## config.mk

```make
export PLATFORM = sky130hd
export DESIGN_NAME = match_fifo_sched
export DESIGN_NICKNAME = d
export VERILOG_FILES = /design/src/rtl/match_fifo_sched.sv
export SDC_FILE = /design/constraint.sdc
export NUM_CORES = 1
export LEC_CHECK = 0
export CORE_ASPECT_RATIO = 0.9
export CORE_MARGIN = 5
export CORE_UTILIZATION = 43
export CTS_BUF_LIST = sky130_fd_sc_hd__clkbuf_2 sky130_fd_sc_hd__clkbuf_4 sky130_fd_sc_hd__clkbuf_8
export CTS_CLUSTER_SIZE = 12
export DETAILED_ROUTE_END_ITERATION = 12
export HOLD_SLACK_MARGIN = 0.12
export PLACE_DENSITY_LB_ADDON = 0.05
export SLEW_MARGIN = 20
export SYNTH_ARGS = -nofsm -noshare
export SYNTH_HDL_FRONTEND = slang
export SYNTH_SLANG_ARGS = --single-unit
```

## constraint.sdc

```tcl
create_clock -name clk -period 2.9 [get_ports clk]
set_input_delay 0.29 -clock clk [delete_from_list [all_inputs] [get_ports clk]]
set_output_delay 0.29 -clock clk [all_outputs]
set_load 0.005 [all_outputs]
```

## src/rtl/match_fifo_sched.sv

```systemverilog
// match_fifo_sched: round-robin match-FIFO writer, skid-buffered reader and job sequencer.
// MATCH_SCHED_STATS_EN builds the wr_cnt/rd_cnt statistics counters; otherwise they read 0.
module match_fifo_sched #(
  parameter int DATA_W = 32,
  parameter int CNT_W  = 16
) (
  input  logic              clk,
  input  logic              rstN,
  input  logic              start_compress,
  input  logic              data_terminal,
  input  logic              req0_valid,
  input  logic [DATA_W-1:0] req0_data,
  output logic              req0_ready,
  input  logic              req1_valid,
  input  logic [DATA_W-1:0] req1_data,
  output logic              req1_ready,
  output logic              fifo_wr_req,
  output logic [DATA_W-1:0] fifo_wdata,
  input  logic              fifo_full,
  output logic              fifo_rd_req,
  input  logic [DATA_W-1:0] fifo_odata,
  input  logic              fifo_odata_valid,
  input  logic              fifo_empty,
  output logic              out_valid,
  output logic [DATA_W-1:0] out_data,
  input  logic              out_ready,
  output logic              busy,
  output logic              job_done,
  output logic [CNT_W-1:0]  wr_cnt,
  output logic [CNT_W-1:0]  rd_cnt
);
  typedef enum logic [1:0] {IDLE, RUN, DRAIN, DONE} state_t;
  state_t state, state_nxt;
  logic rr_ptr, inflight, wr_en, rd_act, push, pop, drained;
  logic [1:0] skid_cnt;
  logic [DATA_W-1:0] skid_head, skid_tail;
  assign wr_en = state == RUN && !fifo_full;
  assign req0_ready = wr_en && req0_valid && (!req1_valid || !rr_ptr);
  assign req1_ready = wr_en && req1_valid && (!req0_valid || rr_ptr);
  assign fifo_wr_req = req0_ready || req1_ready;
  assign fifo_wdata = req1_ready ? req1_data : req0_ready ? req0_data : '0;
  assign rd_act = state == RUN || state == DRAIN;
  assign push = fifo_odata_valid;
  assign out_valid = skid_cnt != 2'd0;
  assign out_data = skid_head;
  assign pop = out_valid && out_ready;
  // a pop in the same cycle frees a slot, which is what sustains one word per cycle
  assign fifo_rd_req = rd_act && !fifo_empty && ({1'b0, skid_cnt} + {2'b0, inflight} <= {2'b0, pop} + 3'd1);
  assign drained = fifo_empty && !inflight && skid_cnt == {1'b0, pop};
  assign busy = state != IDLE;
  assign job_done = state == DONE;
  always_comb begin
    state_nxt = state;
    case (state)
      IDLE:    if (start_compress) state_nxt = RUN;
      RUN:     if (data_terminal) state_nxt = DRAIN;
      DRAIN:   if (drained) state_nxt = DONE;
      default: state_nxt = IDLE;
    endcase
  end
  always_ff @(posedge clk or negedge rstN) begin
    if (!rstN) begin
      state     <= IDLE;
      rr_ptr    <= 1'b0;
      inflight  <= 1'b0;
      skid_cnt  <= 2'd0;
      skid_head <= '0;
      skid_tail <= '0;
    end else begin
      state    <= state_nxt;
      if (fifo_wr_req) rr_ptr <= req0_ready;
      inflight <= fifo_rd_req || (inflight && !fifo_odata_valid);
      skid_cnt <= skid_cnt + {1'b0, push} - {1'b0, pop};
      if (pop) begin
        skid_head <= (push && skid_cnt == 2'd1) ? fifo_odata : skid_tail;
        if (push) skid_tail <= fifo_odata;
      end else if (push) begin
        if (skid_cnt == 2'd0) skid_head <= fifo_odata;
        else skid_tail <= fifo_odata;
      end
    end
  end
`ifdef MATCH_SCHED_STATS_EN
  logic clr;
  assign clr = state == IDLE && start_compress;
  always_ff @(posedge clk or negedge rstN) begin
    if (!rstN) begin
      wr_cnt <= '0;
      rd_cnt <= '0;
    end else if (clr) begin
      wr_cnt <= '0;
      rd_cnt <= '0;
    end else begin
      if (fifo_wr_req && !(&wr_cnt)) wr_cnt <= wr_cnt + CNT_W'(1);
      if (pop && !(&rd_cnt)) rd_cnt <= rd_cnt + CNT_W'(1);
    end
  end
`else
  assign wr_cnt = '0;
  assign rd_cnt = '0;
`endif
endmodule

```

==> metrics.txt, run 1 <==
# TYPE chip_impl_metric gauge
chip_impl_info{name="outcome",value="complete, no violations"} 1
chip_impl_metric{name="total_power",unit="mW"} 4.84
chip_impl_info{name="crit_path_cell_trace",value="inv_1 -> ha_1 -> nor2b_1 -> and3_1 -> buf_4 -> a22o_1 -> clkdlybuf4s50_1"} 1
chip_impl_metric{name="post-cts-setup-buffers",unit=""} 0
chip_impl_info{name="critical-path-slowest-cell",value="sky130_fd_sc_hd__clkdlybuf4s50_1"} 1
chip_impl_metric{name="reg2reg_depth",unit=""} 4
chip_impl_metric{name="hold_viol_final",unit=""} 0
chip_impl_info{name="cp-start-kind",value="flop"} 1
chip_impl_metric{name="max-clock-path-buffers",unit=""} 2
chip_impl_info{name="layout_commonest_cell",value="sky130_fd_sc_hd__clkdlybuf4s50_1"} 1
chip_impl_metric{name="period_utilisation_layout",unit="%"} 92.9
chip_impl_metric{name="worstMarginPinSlew",unit="ns"} 1.00
chip_impl_info{name="leading_cell_types_in_the_layout_fill_and_taps_excluded",value="174 x sky130_fd_sc_hd__clkdlybuf4s50_1, 68 x sky130_fd_sc_hd__dfrtp_1, 55 x sky130_fd_sc_hd__a22o_1"} 1
chip_impl_metric{name="htreeDepth",unit=""} 3
chip_impl_info{name="worst_path_top_cell_family_by_delay",value="buffers and inverters"} 1
chip_impl_metric{name="final.setup_skew",unit="ns"} 0.0121
chip_impl_metric{name="postSynthAreaPerCell",unit="um^2"} 11.9
chip_impl_info{name="worst_hold_startpoint",value="skid_tail[3]$_DFFE_PN0P_"} 1
chip_impl_metric{name="ys_seq_area_share",unit="%"} 47.5
chip_impl_metric{name="finalHoldWorstSlack",unit="ns"} 0.496
chip_impl_metric{name="finalWeightedCongestion",unit=""} 0.865
chip_impl_info{name="crit-reg2reg-launch",value="skid_cnt[1]$_DFF_PN0_"} 1
chip_impl_metric{name="gr_ovfl_total",unit=""} 0
chip_impl_info{name="synth_largest_area_cell",value="sky130_fd_sc_hd__dfrtp_1"} 1
chip_impl_metric{name="first_global_vias",unit=""} 3073
chip_impl_metric{name="p_leak",unit="nW"} 2.55
chip_impl_metric{name="ys_warn_count",unit=""} 0
chip_impl_metric{name="drtAntennaViolNets",unit=""} 0
chip_impl_metric{name="ys_types",unit=""} 33
chip_impl_metric{name="via_count",unit=""} 2933
chip_impl_metric{name="critPathMaxFanout",unit=""} 35
chip_impl_metric{name="drive_gt1_share",unit="%"} 7.98
chip_impl_metric{name="core",unit="um^2"} 8490
chip_impl_info{name="cts_tree",value="built"} 1
chip_impl_metric{name="place.port_buffers",unit=""} 176
chip_impl_metric{name="dpl.hpwl",unit="um"} 7950
chip_impl_metric{name="grt_pass1_wl",unit="um"} 16600
chip_impl_metric{name="cts_buffers",unit=""} 9
chip_impl_metric{name="top_level_ports",unit=""} 209
chip_impl_metric{name="cts_sinks",unit=""} 70
chip_impl_metric{name="global_route_usage_sum",unit="%"} 20.0
chip_impl_info{name="netlist_top_cells_area",value="sky130_fd_sc_hd__dfrtp_1 48%, sky130_fd_sc_hd__a22o_1 13%, sky130_fd_sc_hd__mux2_1 9.8%"} 1
chip_impl_metric{name="area_of_the_die",unit="um^2"} 10500
chip_impl_metric{name="dr.first_iter.drc_count",unit=""} 130
chip_impl_metric{name="maxCapViolations",unit=""} 0
chip_impl_metric{name="layout-area-overhead-vs-synth",unit="%"} 53.6
chip_impl_metric{name="clock_insertion_delay_worst_skew",unit="ns"} 0.33
chip_impl_metric{name="timing.setup.tns",unit="ns"} 0
chip_impl_metric{name="design.final.nets",unit=""} 600
chip_impl_metric{name="die_height",unit="um"} 97.9
chip_impl_metric{name="delay_of_the_slowest_critical_path_stage",unit="ns"} 0.51
chip_impl_metric{name="drc_errors",unit=""} 0
chip_impl_info{name="worst_r2r_endpoint",value="out_data[16]$_DFFE_PN0P_"} 1
chip_impl_info{name="holdPathEnd",value="skid_tail[3]$_DFFE_PN0P_"} 1
chip_impl_info{name="end_kind",value="output pin"} 1
chip_impl_info{name="timing.setup.critical_path_class",value="flop to output pin"} 1
chip_impl_metric{name="grt_start_max_net_pins",unit=""} 37
chip_impl_metric{name="antenna_cells",unit=""} 0
chip_impl_info{name="cts-root-buf",value="sky130_fd_sc_hd__clkbuf_8"} 1
chip_impl_metric{name="placementRows",unit=""} 32
chip_impl_metric{name="horizontal_die_dimension",unit="um"} 108
chip_impl_metric{name="vdd.ir_drop.worst",unit="V"} 0.000570
chip_impl_metric{name="post_drt_via_cell_ratio",unit=""} 4.82
chip_impl_metric{name="final.fill_count",unit=""} 710
chip_impl_metric{name="worst_slew_margin_rel",unit="%"} 33.2
chip_impl_metric{name="synth_top_cell_area_share",unit="%"} 47.5
chip_impl_metric{name="timing.final.setup_violations",unit=""} 0
chip_impl_info{name="worst_hold_path_type",value="flop to flop"} 1
chip_impl_metric{name="cellPowerDensity",unit="nW/um^2"} 854
chip_impl_metric{name="netlist_area",unit="um^2"} 3690
chip_impl_metric{name="initial_standard_cell_utilization_of_the_core",unit="%"} 43.4
chip_impl_metric{name="worst_ep_arrival_time",unit="ns"} 2.40
chip_impl_metric{name="worst_setup_hold_path_clk_slew",unit="ns"} 0.07
chip_impl_metric{name="period_minus_slack",unit="ns"} 2.69
chip_impl_metric{name="antenna_found_initial",unit=""} 0
chip_impl_metric{name="worst-path-buf-inv",unit=""} 3
chip_impl_metric{name="routed_wirelength",unit="um"} 10400
chip_impl_metric{name="drv_slew",unit=""} 0
chip_impl_metric{name="routed_wire_length_per_instance",unit="um"} 17.1
chip_impl_metric{name="worst-r2r-setup-slack",unit="ns"} 0.79
chip_impl_metric{name="fmax",unit="MHz"} 371
chip_impl_metric{name="worst-endpoint-required",unit="ns"} 2.61
chip_impl_metric{name="hold_path_depth",unit=""} 1
chip_impl_metric{name="synthesis.instances",unit=""} 310
chip_impl_metric{name="postSynthRegisterBits",unit=""} 70
chip_impl_info{name="grt_setup_unrepaired",value="no"} 1
chip_impl_metric{name="drt_first_pass_iters",unit=""} 6
## worst max-delay path by stage
stage,start,to,slack (ns),cells past startpoint
finish,state[1]$_DFFE_PN0P_,fifo_wdata[26],0.21,7
global route,state[1]$_DFFE_PN0P_,fifo_wdata[28],0.02,7
CTS,skid_cnt[1]$_DFF_PN0_,fifo_rd_req,0.001,6
detailed placement,out_ready,fifo_rd_req,0.18,7
global placement,out_ready,fifo_rd_req,0.24,7
floorplan,skid_cnt[1]$_DFF_PN0_,fifo_rd_req,0.98,5
## what timing repair did
item                                    CTS  global route
hold buffers                              1             0
endpoints found under the setup margin    0             8
gates resized for setup                   0             6
hold endpoints to repair                 35             0
## per-layer routing
| metal | share of wire (%) | vias up | wire (um) | track usage, % |
|---|---|---|---|---|
| li1 | - | 1403 | - | - |
| met1 | 43 | 1417 | 4510 | 26.3 |
| met2 | 49 | 99 | 5070 | 32.8 |
| met3 | 6.4 | 14 | 663 | 5.55 |
| met4 | 1.7 | 0 | 173 | 5.15 |
| met5 | 0 | - | 0 | 0 |
## power breakdown
part / internal [mW] / switching (mW) / total [mW] / leakage, nW
combinational: 1.33 / 0.921 / 2.25 / 1.62
clock: 0.487 / 0.368 / 0.855 / 0.110
sequential: 1.45 / 0.284 / 1.73 / 0.816
## cells in the mapped netlist
cell and number:
sky130_fd_sc_hd__a21boi_4 1, sky130_fd_sc_hd__a21oi_1 10, sky130_fd_sc_hd__a21o_1 25, sky130_fd_sc_hd__nor2_1 10, sky130_fd_sc_hd__o21a_2 1, sky130_fd_sc_hd__dfrtp_1 70, sky130_fd_sc_hd__conb_1 1, sky130_fd_sc_hd__nand2b_1 1
sky130_fd_sc_hd__nand2_1 2, sky130_fd_sc_hd__inv_2 5, sky130_fd_sc_hd__a221oi_1 1, sky130_fd_sc_hd__nor2_2 2, sky130_fd_sc_hd__nand2b_4 1, sky130_fd_sc_hd__o31a_1 1, sky130_fd_sc_hd__buf_2 14, sky130_fd_sc_hd__o32a_1 1
sky130_fd_sc_hd__buf_4 37, sky130_fd_sc_hd__inv_1 8, sky130_fd_sc_hd__nor3_1 1, sky130_fd_sc_hd__and3_1 1, sky130_fd_sc_hd__a21oi_4 1, sky130_fd_sc_hd__or2_1 1, sky130_fd_sc_hd__a21oi_2 1, sky130_fd_sc_hd__mux2_1 32
sky130_fd_sc_hd__mux2i_1 10, sky130_fd_sc_hd__fa_1 1, sky130_fd_sc_hd__clkinv_1 1, sky130_fd_sc_hd__xnor2_1 2, sky130_fd_sc_hd__a22o_1 55, sky130_fd_sc_hd__ha_1 9, sky130_fd_sc_hd__o21bai_1 1, sky130_fd_sc_hd__nor2b_1 2
sky130_fd_sc_hd__nand4_1 1
## worst register-to-register path, cell delays in order (launching register included)
cell,delay (ns)
sky130_fd_sc_hd__dfrtp_2,0.45
sky130_fd_sc_hd__o21a_2,0.28
sky130_fd_sc_hd__a21oi_4,0.60
sky130_fd_sc_hd__nor2_2,0.39
sky130_fd_sc_hd__a21o_1,0.28
## cell type report
type / instances / area (um^2) / share of cell area, %
Inverter: 14 / 52.6 / 0.928
Clock buffer: 9 / 124 / 2.19
Multi-Input combinational cell: 206 / 1660 / 29.3
Sequential cell: 70 / 1750 / 31.0
Tap cell: 119 / 149 / 2.63
Clock inverter: 7 / 95.1 / 1.68
Timing Repair Buffer: 183 / 1830 / 32.3
## stage by stage
step / std cells / area [um^2] / util [%] / setup WS [ns]
2_1_floorplan: 341 / 3800 / - / 0.975
3_3_place_gp: 591 / 5420 / 63.8 / 0.236
6_report: 608 / 5670 / 66.7 / 0.205
3_5_place_dp: 591 / 5420 / 63.8 / 0.175
4_1_cts: 608 / 5650 / 66.5 / 0.00135
5_1_grt: 608 / 5670 / 66.7 / 0.0226
## flip-flops by register name, summed over array words and instances, names as in the netlist
name,flops
out_data,32
skid_tail,32
skid_cnt,2
state,2
inflight,1
rr_ptr,1
## cell families (layout without fill, tap and decap cells)
logic type,Yosys count,after routing,share of synthesized area (%)
AO/OA/AOI/OAI,98,98,21.9
XOR/XNOR,2,2,0.475
adder cells (fa/ha/maj),10,10,3.60
buffers and inverters,65,213,10.9
flip-flops,70,70,47.5
multiplexers,42,42,12.5
other,1,32,0.102
AND/OR/NAND/NOR,22,22,3.09
(Power assumes the default switching activity.)
==> run 2, diff against run 1 <==
--- a/config.mk
+++ b/config.mk
@@ -13,6 +13,7 @@
 export DETAILED_ROUTE_END_ITERATION = 12
 export HOLD_SLACK_MARGIN = 0.12
 export PLACE_DENSITY_LB_ADDON = 0.05
+export REMOVE_ABC_BUFFERS = 1
 export SLEW_MARGIN = 20
 export SYNTH_ARGS = -nofsm -noshare
 export SYNTH_HDL_FRONTEND = slang
==> run 2 against run 1 <==
Via count is 2.5% higher. Worst hold slack worse by 0.0019 ns. Count of clock-buffer cells in the layout is 3 higher. Clock skew is 0.0032 ns lower. Setup slack worse by 0.097 ns. Sequential power hardly changed. Non-clock buffer count is 1 higher. Combinational power hardly changed. Register-to-register slack hardly changed. Highest routed layer unchanged.
==> metrics.txt, run 2 (same netlist as run 1, synthesis figures left out) <==
# TYPE chip_impl_metric gauge
chip_impl_info{name="outcome",value="complete, no violations"} 1
chip_impl_metric{name="routed_wirelength",unit="um"} 10700
chip_impl_metric{name="worst_setup_hold_path_clk_slew",unit="ns"} 0.08
chip_impl_metric{name="dpl.hpwl",unit="um"} 8210
chip_impl_metric{name="maxCapViolations",unit=""} 0
chip_impl_info{name="cp-start-kind",value="flop"} 1
chip_impl_metric{name="hold_viol_final",unit=""} 0
chip_impl_metric{name="placementRows",unit=""} 32
chip_impl_metric{name="timing.final.setup_violations",unit=""} 0
chip_impl_metric{name="global_route_usage_sum",unit="%"} 19.9
chip_impl_info{name="crit_path_cell_trace",value="o21a_4 -> fa_1 -> o31a_1 -> a21oi_1 -> nor3_2 -> clkdlybuf4s50_1"} 1
chip_impl_metric{name="drt_first_pass_iters",unit=""} 4
chip_impl_metric{name="worst-endpoint-required",unit="ns"} 2.61
chip_impl_metric{name="stdcell_area",unit="um^2"} 5690
chip_impl_info{name="grt_setup_unrepaired",value="no"} 1
chip_impl_metric{name="core",unit="um^2"} 8490
chip_impl_metric{name="gr_ovfl_total",unit=""} 0
chip_impl_metric{name="horizontal_die_dimension",unit="um"} 108
chip_impl_metric{name="worst_slew_margin_rel",unit="%"} 32.7
chip_impl_metric{name="finish.cell_count_without_fillers",unit=""} 609
chip_impl_metric{name="worst-path-buf-inv",unit=""} 1
chip_impl_metric{name="drv_slew",unit=""} 0
chip_impl_metric{name="place.port_buffers",unit=""} 176
chip_impl_metric{name="worstMarginPinSlew",unit="ns"} 1.01
chip_impl_metric{name="final.fill_count",unit=""} 651
chip_impl_info{name="cts_tree",value="built"} 1
chip_impl_metric{name="top_level_ports",unit=""} 209
chip_impl_metric{name="finalWeightedCongestion",unit=""} 0.873
chip_impl_info{name="timing.setup.critical_path_class",value="flop to output pin"} 1
chip_impl_info{name="cts-root-buf",value="sky130_fd_sc_hd__clkbuf_8"} 1
chip_impl_metric{name="drc_errors",unit=""} 0
chip_impl_metric{name="routed_wire_length_per_instance",unit="um"} 17.6
chip_impl_metric{name="cellPowerDensity",unit="nW/um^2"} 858
chip_impl_metric{name="vdd.ir_drop.worst",unit="V"} 0.000612
chip_impl_metric{name="clock_insertion_delay_worst_skew",unit="ns"} 0.34
chip_impl_metric{name="initial_standard_cell_utilization_of_the_core",unit="%"} 43.4
chip_impl_metric{name="critPathMaxFanout",unit=""} 5
chip_impl_metric{name="die_height",unit="um"} 97.9
chip_impl_metric{name="grt_start_max_net_pins",unit=""} 39
chip_impl_metric{name="layout-area-overhead-vs-synth",unit="%"} 54.4
chip_impl_metric{name="htreeDepth",unit=""} 3
chip_impl_metric{name="finalCoreUtilization",unit="%"} 67.1
chip_impl_metric{name="delay_of_the_slowest_critical_path_stage",unit="ns"} 0.47
chip_impl_metric{name="area_of_the_die",unit="um^2"} 10500
chip_impl_metric{name="design.final.nets",unit=""} 601
chip_impl_metric{name="via_count",unit=""} 3005
chip_impl_metric{name="antenna_cells",unit=""} 0
chip_impl_metric{name="timing.setup.tns",unit="ns"} 0
chip_impl_metric{name="total_power",unit="mW"} 4.88
chip_impl_metric{name="post_drt_via_cell_ratio",unit=""} 4.93
chip_impl_metric{name="grt_pass1_wl",unit="um"} 16600
chip_impl_metric{name="dr.first_iter.drc_count",unit=""} 139
chip_impl_info{name="critical-path-slowest-cell",value="sky130_fd_sc_hd__fa_1"} 1
chip_impl_metric{name="antenna_found_initial",unit=""} 0
chip_impl_metric{name="max-clock-path-buffers",unit=""} 2
chip_impl_info{name="end_kind",value="output pin"} 1
chip_impl_info{name="layout_commonest_cell",value="sky130_fd_sc_hd__clkdlybuf4s50_1"} 1
chip_impl_metric{name="period_minus_slack",unit="ns"} 2.79
chip_impl_info{name="leading_cell_types_in_the_layout_fill_and_taps_excluded",value="175 x sky130_fd_sc_hd__clkdlybuf4s50_1, 68 x sky130_fd_sc_hd__dfrtp_1, 55 x sky130_fd_sc_hd__a22o_1"} 1
chip_impl_metric{name="first_global_vias",unit=""} 2951
chip_impl_metric{name="drtAntennaViolNets",unit=""} 0
chip_impl_metric{name="worst_ep_arrival_time",unit="ns"} 2.50
chip_impl_metric{name="cts_buffers",unit=""} 9
chip_impl_metric{name="period_utilisation_layout",unit="%"} 96.3
chip_impl_info{name="worst_path_top_cell_family_by_delay",value="compound AO/OA/AOI/OAI gates"} 1
chip_impl_metric{name="place_inst",unit=""} 592
chip_impl_metric{name="cts_sinks",unit=""} 70
chip_impl_metric{name="p_leak",unit="nW"} 2.55
chip_impl_metric{name="final.setup_skew",unit="ns"} 0.00890
chip_impl_info{name="worst_hold_path_type",value="flop to flop"} 1
chip_impl_metric{name="fmax",unit="MHz"} 358
chip_impl_metric{name="drive_gt1_share",unit="%"} 7.96
chip_impl_metric{name="placedInstanceArea",unit="um^2"} 5430
-- run 2: worst paths after layout --
path	from	end	slack [ns]	cells past startpoint
max	skid_cnt[1]$_DFF_PN0_	fifo_rd_req	0.11	6
min	skid_tail[5]$_DFFE_PN0P_	skid_tail[5]$_DFFE_PN0P_	0.49	1
max reg2reg	skid_cnt[1]$_DFF_PN0_	out_data[13]$_DFFE_PN0P_	0.78	4
min reg2reg	skid_tail[5]$_DFFE_PN0P_	skid_tail[5]$_DFFE_PN0P_	0.49	1
max in group asynchronous	rstN	skid_tail[26]$_DFFE_PN0P_	1.67	3
min in group asynchronous	rstN	out_data[29]$_DFFE_PN0P_	0.55	2
-- run 2: what timing repair did --
item                                    4_1_cts  5_1_grt
endpoints found under the hold margin        32        0
gates resized for setup                       0        4
endpoints found under the setup margin        0        1
hold buffers                                  1        0
buffers inserted                              0        0
-- run 2: per-stage QoR --
step / hold WS, ns / worst slack [ns]
after global placement: 0.409 / 0.218
after floorplan: -0.00559 / 0.793
after CTS: 0.499 / 0.0226
after global routing: 0.512 / 0.0185
final: 0.494 / 0.108
after detailed placement: 0.402 / 0.192
-- run 2: area by class of cell --
cell class,instances,area [um^2],area share (%)
clock buffers,12,165,2.90
flip-flops and latches,70,1750,30.8
clock inverters,4,77.6,1.36
repair buffers,184,1830,32.2
multi-input cells,206,1660,29.2
inverters,14,52.6,0.923
well taps,119,149,2.62
-- run 2: metal layers --
layer  vias to the layer above  global-route usage, %  wire (um)
met5                         -                      0          0
met2                       128                   32.8       5260
li1                       1412                      -          -
met3                        15                   6.81       1010
met4                         0                   6.12        183
met1                      1450                   24.7       4290
-- run 2: report_power, final --
group / total [mW] / internal, mW / leakage, nW / switching [mW]
registers: 1.74 / 1.45 / 0.816 / 0.286
clock network: 0.915 / 0.558 / 0.123 / 0.357
logic: 2.23 / 1.32 / 1.61 / 0.908
total: 4.88 / 3.33 / 2.55 / 1.55
==> run 3, diff against run 2 <==
--- a/config.mk
+++ b/config.mk
@@ -14,6 +14,7 @@
 export HOLD_SLACK_MARGIN = 0.12
 export PLACE_DENSITY_LB_ADDON = 0.05
 export REMOVE_ABC_BUFFERS = 1
+export SKIP_CTS_REPAIR_TIMING = 1
 export SLEW_MARGIN = 20
 export SYNTH_ARGS = -nofsm -noshare
 export SYNTH_HDL_FRONTEND = slang
==> results of run 3 <==
The final DEF is identical to that of run 2; final timing and power are the same.
